[config.mk]
export PLATFORM = sky130hd
export DESIGN_NAME = i2c_slave_target_flat
export DESIGN_NICKNAME = d
export VERILOG_FILES = /design/src/rtl/i2c_slave_target_pkg.sv /design/src/rtl/i2c_slave_target_if.sv /design/src/rtl/i2c_sync_edge.sv /design/src/rtl/i2c_slave_target.sv /design/src/flat_wrapper.sv
export SDC_FILE = /design/constraint.sdc
export NUM_CORES = 1
export LEC_CHECK = 0
export ABC_AREA = 1
export CAP_MARGIN = 20
export CORE_AREA = 10 10 71 73
export DETAILED_ROUTE_END_ITERATION = 10
export DIE_AREA = 0 0 81 83
export PLACE_DENSITY = 0.79
export SYNTH_ARGS = -nofsm -noshare
export SYNTH_HDL_FRONTEND = slang
export SYNTH_HIERARCHICAL = 1
export SYNTH_SLANG_ARGS = --single-unit
[constraint.sdc]
create_clock -name clk -period 2.48 [get_ports clk]
set_clock_uncertainty 0.2 [all_clocks]
set_input_delay 0.744 -clock clk [delete_from_list [all_inputs] [get_ports clk]]
set_output_delay 0.744 -clock clk [all_outputs]
set_load 0.01 [all_outputs]
[src/rtl/i2c_slave_target_pkg.sv]
// Shared types and constants for the I2C target; I2C_SLAVE_GENERAL_CALL_EN
// enables write-only acceptance of the general-call address 7'h00.
package i2c_slave_target_pkg;

  localparam int I2C_ADDR_W = 7;
  localparam int I2C_BYTE_W = 8;
  localparam logic [I2C_ADDR_W-1:0] GEN_CALL_ADDR = 7'h00;

`ifdef I2C_SLAVE_GENERAL_CALL_EN
  localparam bit GEN_CALL_EN = 1'b1;
`else
  localparam bit GEN_CALL_EN = 1'b0;
`endif

  typedef enum logic [2:0] {
    ST_IDLE      = 3'd0,
    ST_ADDR      = 3'd1,
    ST_ADDR_ACK  = 3'd2,
    ST_RX        = 3'd3,
    ST_RX_ACK    = 3'd4,
    ST_TX        = 3'd5,
    ST_TX_ACK    = 3'd6,
    ST_WAIT_STOP = 3'd7
  } state_e;

  // hdr is the full address byte: {addr[6:0], rw}
  function automatic logic addr_match(input logic [I2C_BYTE_W-1:0] hdr,
                                      input logic [I2C_ADDR_W-1:0] dev);
    return (hdr[I2C_BYTE_W-1:1] == dev) ||
           (GEN_CALL_EN && (hdr[I2C_BYTE_W-1:1] == GEN_CALL_ADDR) && !hdr[0]);
  endfunction

endpackage

[src/rtl/i2c_slave_target_if.sv]
// Pad-side and local-logic signals of the I2C target, bundled with
// slave (target) and master (bus model / local logic) views.
interface i2c_slave_target_if;
  import i2c_slave_target_pkg::*;

  logic                  scl_i;
  logic                  sda_i;
  logic                  sda_oe;
  logic [I2C_BYTE_W-1:0] rx_data;
  logic                  rx_valid;
  logic [I2C_BYTE_W-1:0] tx_data;
  logic                  tx_req;
  logic                  busy;
  logic                  rw;

  modport slave  (input  scl_i, sda_i, tx_data,
                  output sda_oe, rx_data, rx_valid, tx_req, busy, rw);
  modport master (output scl_i, sda_i, tx_data,
                  input  sda_oe, rx_data, rx_valid, tx_req, busy, rw);
endinterface

[src/rtl/i2c_sync_edge.sv]
// Multi-flop synchronizer for an idle-high I2C pad plus a history flop
// that yields single-cycle rise/fall strobes.
module i2c_sync_edge #(
  parameter int STAGES = 2
) (
  input  logic clk,
  input  logic rst,
  input  logic din_i,
  output logic level_o,
  output logic rise_o,
  output logic fall_o
);

  logic [STAGES-1:0] sync_q;
  logic              hist_q;

  always_ff @(posedge clk or posedge rst) begin
    if (rst) begin
      sync_q <= '1;
      hist_q <= 1'b1;
    end else begin
      sync_q <= {sync_q[STAGES-2:0], din_i};
      hist_q <= sync_q[STAGES-1];
    end
  end

  assign level_o = sync_q[STAGES-1];
  assign rise_o  = level_o & ~hist_q;
  assign fall_o  = ~level_o & hist_q;

endmodule

[src/rtl/i2c_slave_target.sv]
// I2C target: START/STOP detection, 7-bit address match, byte receive and
// transmit. I2C_SLAVE_GENERAL_CALL_EN adds general-call write acceptance.
module i2c_slave_target
  import i2c_slave_target_pkg::*;
#(
  parameter logic [I2C_ADDR_W-1:0] DEV_ADDR    = 7'h50,
  parameter int                    SYNC_STAGES = 2
) (
  input  logic               clk,
  input  logic               rst,
  i2c_slave_target_if.slave  bus
);

  logic scl_lvl, scl_rise, scl_fall;
  logic sda_lvl, sda_rise, sda_fall;

  i2c_sync_edge #(.STAGES(SYNC_STAGES)) u_scl (
    .clk(clk), .rst(rst), .din_i(bus.scl_i),
    .level_o(scl_lvl), .rise_o(scl_rise), .fall_o(scl_fall));

  i2c_sync_edge #(.STAGES(SYNC_STAGES)) u_sda (
    .clk(clk), .rst(rst), .din_i(bus.sda_i),
    .level_o(sda_lvl), .rise_o(sda_rise), .fall_o(sda_fall));

  wire bus_start = sda_fall & scl_lvl;
  wire bus_stop  = sda_rise & scl_lvl;

  state_e                state_q, state_d;
  logic [2:0]            cnt_q, cnt_d;
  logic                  full_q, full_d;
  logic [I2C_BYTE_W-1:0] shift_q, shift_d;
  logic                  oe_q, oe_d;
  logic [I2C_BYTE_W-1:0] rx_data_q, rx_data_d;
  logic                  rx_valid_q, rx_valid_d;
  logic                  tx_req_q, tx_req_d;
  logic                  busy_q, busy_d;
  logic                  rw_q, rw_d;

  always_ff @(posedge clk or posedge rst) begin
    if (rst) begin
      state_q    <= ST_IDLE;
      cnt_q      <= '0;
      full_q     <= 1'b0;
      shift_q    <= '0;
      oe_q       <= 1'b0;
      rx_data_q  <= '0;
      rx_valid_q <= 1'b0;
      tx_req_q   <= 1'b0;
      busy_q     <= 1'b0;
      rw_q       <= 1'b0;
    end else begin
      state_q    <= state_d;
      cnt_q      <= cnt_d;
      full_q     <= full_d;
      shift_q    <= shift_d;
      oe_q       <= oe_d;
      rx_data_q  <= rx_data_d;
      rx_valid_q <= rx_valid_d;
      tx_req_q   <= tx_req_d;
      busy_q     <= busy_d;
      rw_q       <= rw_d;
    end
  end

  always_comb begin
    state_d    = state_q;
    cnt_d      = cnt_q;
    full_d     = full_q;
    shift_d    = shift_q;
    oe_d       = oe_q;
    rx_data_d  = rx_data_q;
    rx_valid_d = 1'b0;
    tx_req_d   = 1'b0;
    busy_d     = busy_q;
    rw_d       = rw_q;

    if (bus_start) begin
      state_d = ST_ADDR;
      cnt_d   = '0;
      full_d  = 1'b0;
      oe_d    = 1'b0;
      busy_d  = 1'b0;
    end else if (bus_stop) begin
      state_d = ST_IDLE;
      oe_d    = 1'b0;
      busy_d  = 1'b0;
    end else begin
      case (state_q)
        ST_IDLE: ;
        // full_q tells the post-8th-bit SCL fall apart from the fall after START
        ST_ADDR, ST_RX: begin
          if (scl_rise) begin
            shift_d = {shift_q[I2C_BYTE_W-2:0], sda_lvl};
            cnt_d   = cnt_q + 3'd1;
            if (cnt_q == 3'd7) begin
              full_d = 1'b1;
              if (state_q == ST_ADDR) begin
                rw_d = sda_lvl;
              end else begin
                rx_data_d  = shift_d;
                rx_valid_d = 1'b1;
              end
            end
          end else if (scl_fall && full_q) begin
            full_d = 1'b0;
            if (state_q == ST_RX) begin
              state_d = ST_RX_ACK;
              oe_d    = 1'b1;
            end else if (addr_match(shift_q, DEV_ADDR)) begin
              state_d  = ST_ADDR_ACK;
              oe_d     = 1'b1;
              busy_d   = 1'b1;
              tx_req_d = rw_q;
            end else begin
              state_d = ST_WAIT_STOP;
            end
          end
        end
        ST_ADDR_ACK: begin
          if (scl_fall) begin
            cnt_d = '0;
            if (rw_q) begin
              state_d = ST_TX;
              shift_d = bus.tx_data;
              oe_d    = ~bus.tx_data[I2C_BYTE_W-1];
            end else begin
              state_d = ST_RX;
              oe_d    = 1'b0;
            end
          end
        end
        ST_RX_ACK: begin
          if (scl_fall) begin
            state_d = ST_RX;
            oe_d    = 1'b0;
            cnt_d   = '0;
          end
        end
        ST_TX: begin
          if (scl_fall) begin
            if (cnt_q == 3'd7) begin
              state_d = ST_TX_ACK;
              oe_d    = 1'b0;
            end else begin
              shift_d = {shift_q[I2C_BYTE_W-2:0], 1'b0};
              cnt_d   = cnt_q + 3'd1;
              oe_d    = ~shift_q[I2C_BYTE_W-2];
            end
          end
        end
        ST_TX_ACK: begin
          if (scl_rise) begin
            if (sda_lvl) begin
              state_d = ST_WAIT_STOP;
              busy_d  = 1'b0;
            end else begin
              tx_req_d = 1'b1;
            end
          end else if (scl_fall) begin
            state_d = ST_TX;
            shift_d = bus.tx_data;
            oe_d    = ~bus.tx_data[I2C_BYTE_W-1];
            cnt_d   = '0;
          end
        end
        ST_WAIT_STOP: oe_d = 1'b0;
        default: state_d = ST_IDLE;
      endcase
    end
  end

  assign bus.sda_oe   = oe_q;
  assign bus.rx_data  = rx_data_q;
  assign bus.rx_valid = rx_valid_q;
  assign bus.tx_req   = tx_req_q;
  assign bus.busy     = busy_q;
  assign bus.rw       = rw_q;

endmodule

[src/flat_wrapper.sv]
// flat-port wrapper written by rule: the top's interface ports become plain ports
module i2c_slave_target_flat import i2c_slave_target_pkg::*;
#(
  parameter logic [I2C_ADDR_W-1:0] DEV_ADDR    = 7'h50,
  parameter int                    SYNC_STAGES = 2
)
  (clk, rst, bus_scl_i, bus_sda_i, bus_tx_data, bus_sda_oe, bus_rx_data, bus_rx_valid, bus_tx_req, bus_busy, bus_rw);
  i2c_slave_target_if bus_i ();
  input  logic clk;
  input  logic rst;
  input wire logic [$bits(bus_i.scl_i)-1:0] bus_scl_i;
  input wire logic [$bits(bus_i.sda_i)-1:0] bus_sda_i;
  input wire logic [$bits(bus_i.tx_data)-1:0] bus_tx_data;
  output wire logic [$bits(bus_i.sda_oe)-1:0] bus_sda_oe;
  output wire logic [$bits(bus_i.rx_data)-1:0] bus_rx_data;
  output wire logic [$bits(bus_i.rx_valid)-1:0] bus_rx_valid;
  output wire logic [$bits(bus_i.tx_req)-1:0] bus_tx_req;
  output wire logic [$bits(bus_i.busy)-1:0] bus_busy;
  output wire logic [$bits(bus_i.rw)-1:0] bus_rw;
  assign bus_i.scl_i = bus_scl_i;
  assign bus_i.sda_i = bus_sda_i;
  assign bus_i.tx_data = bus_tx_data;
  assign bus_sda_oe = bus_i.sda_oe;
  assign bus_rx_data = bus_i.rx_data;
  assign bus_rx_valid = bus_i.rx_valid;
  assign bus_tx_req = bus_i.tx_req;
  assign bus_busy = bus_i.busy;
  assign bus_rw = bus_i.rw;
  i2c_slave_target #(.DEV_ADDR(DEV_ADDR), .SYNC_STAGES(SYNC_STAGES)) u_core (.clk(clk), .rst(rst), .bus(bus_i));
endmodule
==> run metrics <==
outcome=complete, no violations; Synth Register Bits=34; Initial DRT Pass Iterations=4; Worst Hold Launch=u_core/u_scl/sync_q[0]; final hold viol count=0; crit path kind=flip-flop to output pin; Final Critical Period=approximately 2300 ps; Worst EP required=about 1500 ps; clk root buf=clkbuf_8; Final setup viols=0; post-CTS resize count=0; slowest cell delay on critical path=580 ps; ANT nets after route=0; top post-synthesis cells by area=dfrtp_1 (36%), nand2_1 (17%), dfstp_2 (8.2%); Hold-fix buffers, CTS=0; GR Util All Layers=roughly 14%; Mapped Nets=approximately 280; clk_lat worst skew=between 200 and 300 ps; Synthesis Warnings=6; Starting Density=53.1%; RSZ-0062 raised after global routing=false; Top FF cell, synth=dfrtp_1; DRC violations left=0; Top delay family on crit path=buffers and inverters; DR WL/cell=~13 µm; critical path endpoint category=output pin; leading area contributor after synthesis=dfrtp_1; leakage power=1.19 nW; xor and xnor area share after synthesis=0%; initial antenna violation count=0; peak supply drop=around 0.43 mV; Worst Max-Slew Pin Slew=about 430 ps; Synth Cell Area=1930 µm²; DIE HEIGHT=about 83 µm; Peak Freq=about 440 MHz; vias in the first global route=1697; Synth cell types=23; PD cells=~1000 nW/µm²; largest family of logic cells by synthesized area=simple AND/OR/NAND/NOR gates; Area growth syn-to-layout=19.4%; area share of the largest cell type after synthesis=~36%; FF-to-FF Start=u_core/u_scl/sync_q[1]; CORE AREA=3630 µm²; Critical Path Start=u_core/bus.rw; Die Wd=approximately 81 µm; clock-pin slew of the registers on the worst-case setup and hold paths=70 ps; slowest CP cell=clkdlybuf4s50_1; fill count=between 300 and 400; ant diodes=0; relative slew slack=a little under three quarters; r2r setup slk=approximately 340 ps; most frequent cell after synthesis=nand2_1; CTS tree=yes; Compound-Gate Fraction of Synth Area=a little under a tenth; critical path peak fanout=6; dpl cell area=around 2200 µm²; grt ovf=0; # IOs=25; pin count of the biggest net entering global routing=29; Slew Viols, Final=0; placed wire-length estimate=about 3400 µm; H-tree depth=2; Bufs and invs on worst path=1; GPL Wtd Cong=between 0.9 and 1; Nets=just over 300; period utilization=about 91%; max-cap check violation count=0; arrival time at the worst endpoint=about 1300 ps; Mapped Cells=~260; setup tns final=0 ps; num rows=22; DR iter-0 viols=between 200 and 250; register area share after synthesis=between 40 and 50%; critical path cell sequence=clkdlybuf4s50_1; vias per cell=5.16; PortBufs=24; Hold Path Class=flip-flop to flip-flop; Post-CTS Setup Repair Bufs=0; EDFF count, synth=0; Simple-Gate Fraction of Synth Area=35.8%; synthesized area per cell=roughly 7.4 µm²; WL final=~4400 µm; Die Footprint=~6700 µm²; layout cells sized above 1=14.0%; TritonCTS Sinks=34; final instance area=2310 µm²; Post-synth ARST share=100%; adder-cell share of the synthesized area=1.30%; CTS Buf Count=5; post-synthesis mux area share=0%; routed vias=around 1.8k; critical path launch point type=flip-flop; clk buf depth=2; synth cell count leaders=nand2_1 (87), inv_1 (34), dfrtp_1 (28), nand3_1 (26), nor2_1 (23); global-route wire length before repair=between 7000 and 8000 µm
[cell type report]
cell class / count / area, µm² / area share, %
multi-input combinational: 188 / 902 / 39.1
sequential: 34 / 858 / 37.2
timing repair buffer: 26 / 255 / 11.1
inverter: 36 / 135 / 5.86
clock buffer: 6 / 82.6 / 3.58
tap: 48 / 60.1 / 2.60
clock inverter: 2 / 12.5 / 0.543
[per-stage QoR]
stage                     setup slack, ps  hold WS [ps]  instances  utilization (%)  power, W
final                                 212           158        340             63.5   0.00234
after CTS                             192           161        340             63.5   0.00236
after floorplan                       605           145        262                -   0.00167
after detailed placement              352           148        332             60.8   0.00192
after global placement                341           149        332             60.8   0.00190
after global routing                  141           164        340             63.5   0.00257
[placed cells by master, fill, tap and decap left out, types with 2 or more instances in the layout]
cell type        Yosys  layout
a21oi_1              4       4
buf_4                1       2
clkbuf_8             0       6
clkdlybuf4s50_1      0      24
dfrtp_1             28      28
dfstp_2              6       6
ha_1                 2       2
inv_1               34      34
inv_2                2       2
nand2_1             87      87
nand2_2              4       4
nand3_1             26      26
nand4_1              4       4
nor2_1              23      23
nor2_2               5       5
nor2_4               2       2
nor3_1               3       3
o21ai_0             14      14
o21ai_2             10      10
[state kept, by name, indices dropped and copies added, names as in the netlist]
| name | flops |
|---|---|
| u_core/bus.rx_data | 8 |
| u_core/shift_q | 8 |
| u_core/cnt_q | 3 |
| u_core/state_q | 3 |
| u_core/u_scl/sync_q | 2 |
| u_core/u_sda/sync_q | 2 |
| u_core/bus.busy | 1 |
| u_core/bus.rw | 1 |
| u_core/bus.rx_valid | 1 |
| u_core/bus.sda_oe | 1 |
| u_core/bus.tx_req | 1 |
| u_core/full_q | 1 |
| u_core/u_scl/hist_q | 1 |
| u_core/u_sda/hist_q | 1 |
[worst paths after layout]
kind,to,depth (start not counted)
worst max-delay path,bus_rw,1
worst min-delay path,u_core/u_scl/sync_q[1],0
worst max register to register,u_core/bus.rx_data[1],7
worst min register to register,u_core/u_scl/sync_q[1],0
max in group asynchronous,u_core/state_q[0],3
min in group asynchronous,u_core/u_scl/sync_q[0],2
[logic make-up after synthesis]
logic type | count (synthesis)
buffers and inverters | 40
AOI/OAI and AO/OA | 29
adders and majority gates | 2
and+or+nand+nor | 157
DFF | 34
[routing by layer]
layer	vias up	global-route usage, %	wire (µm)
li1	885	-	-
met1	812	17.8	1940
met2	52	21.1	2030
met3	7	3.45	294
met4	0	6.10	97
met5	-	0	0
[report_power, final]
group          internal (W)  switching (W)
Sequential         0.000682       0.000141
Clock              0.000223       0.000198
Combinational      0.000373       0.000719
[worst reg2reg max path: cells and delay by family, from the launching register on]
family                 cells  cell delay, ps
and+or+nand+nor            5            1140
DFF                        1             570
AOI/OAI and AO/OA          1              60
buffers and inverters      1              50
Power figures use the tool's default switching activity.
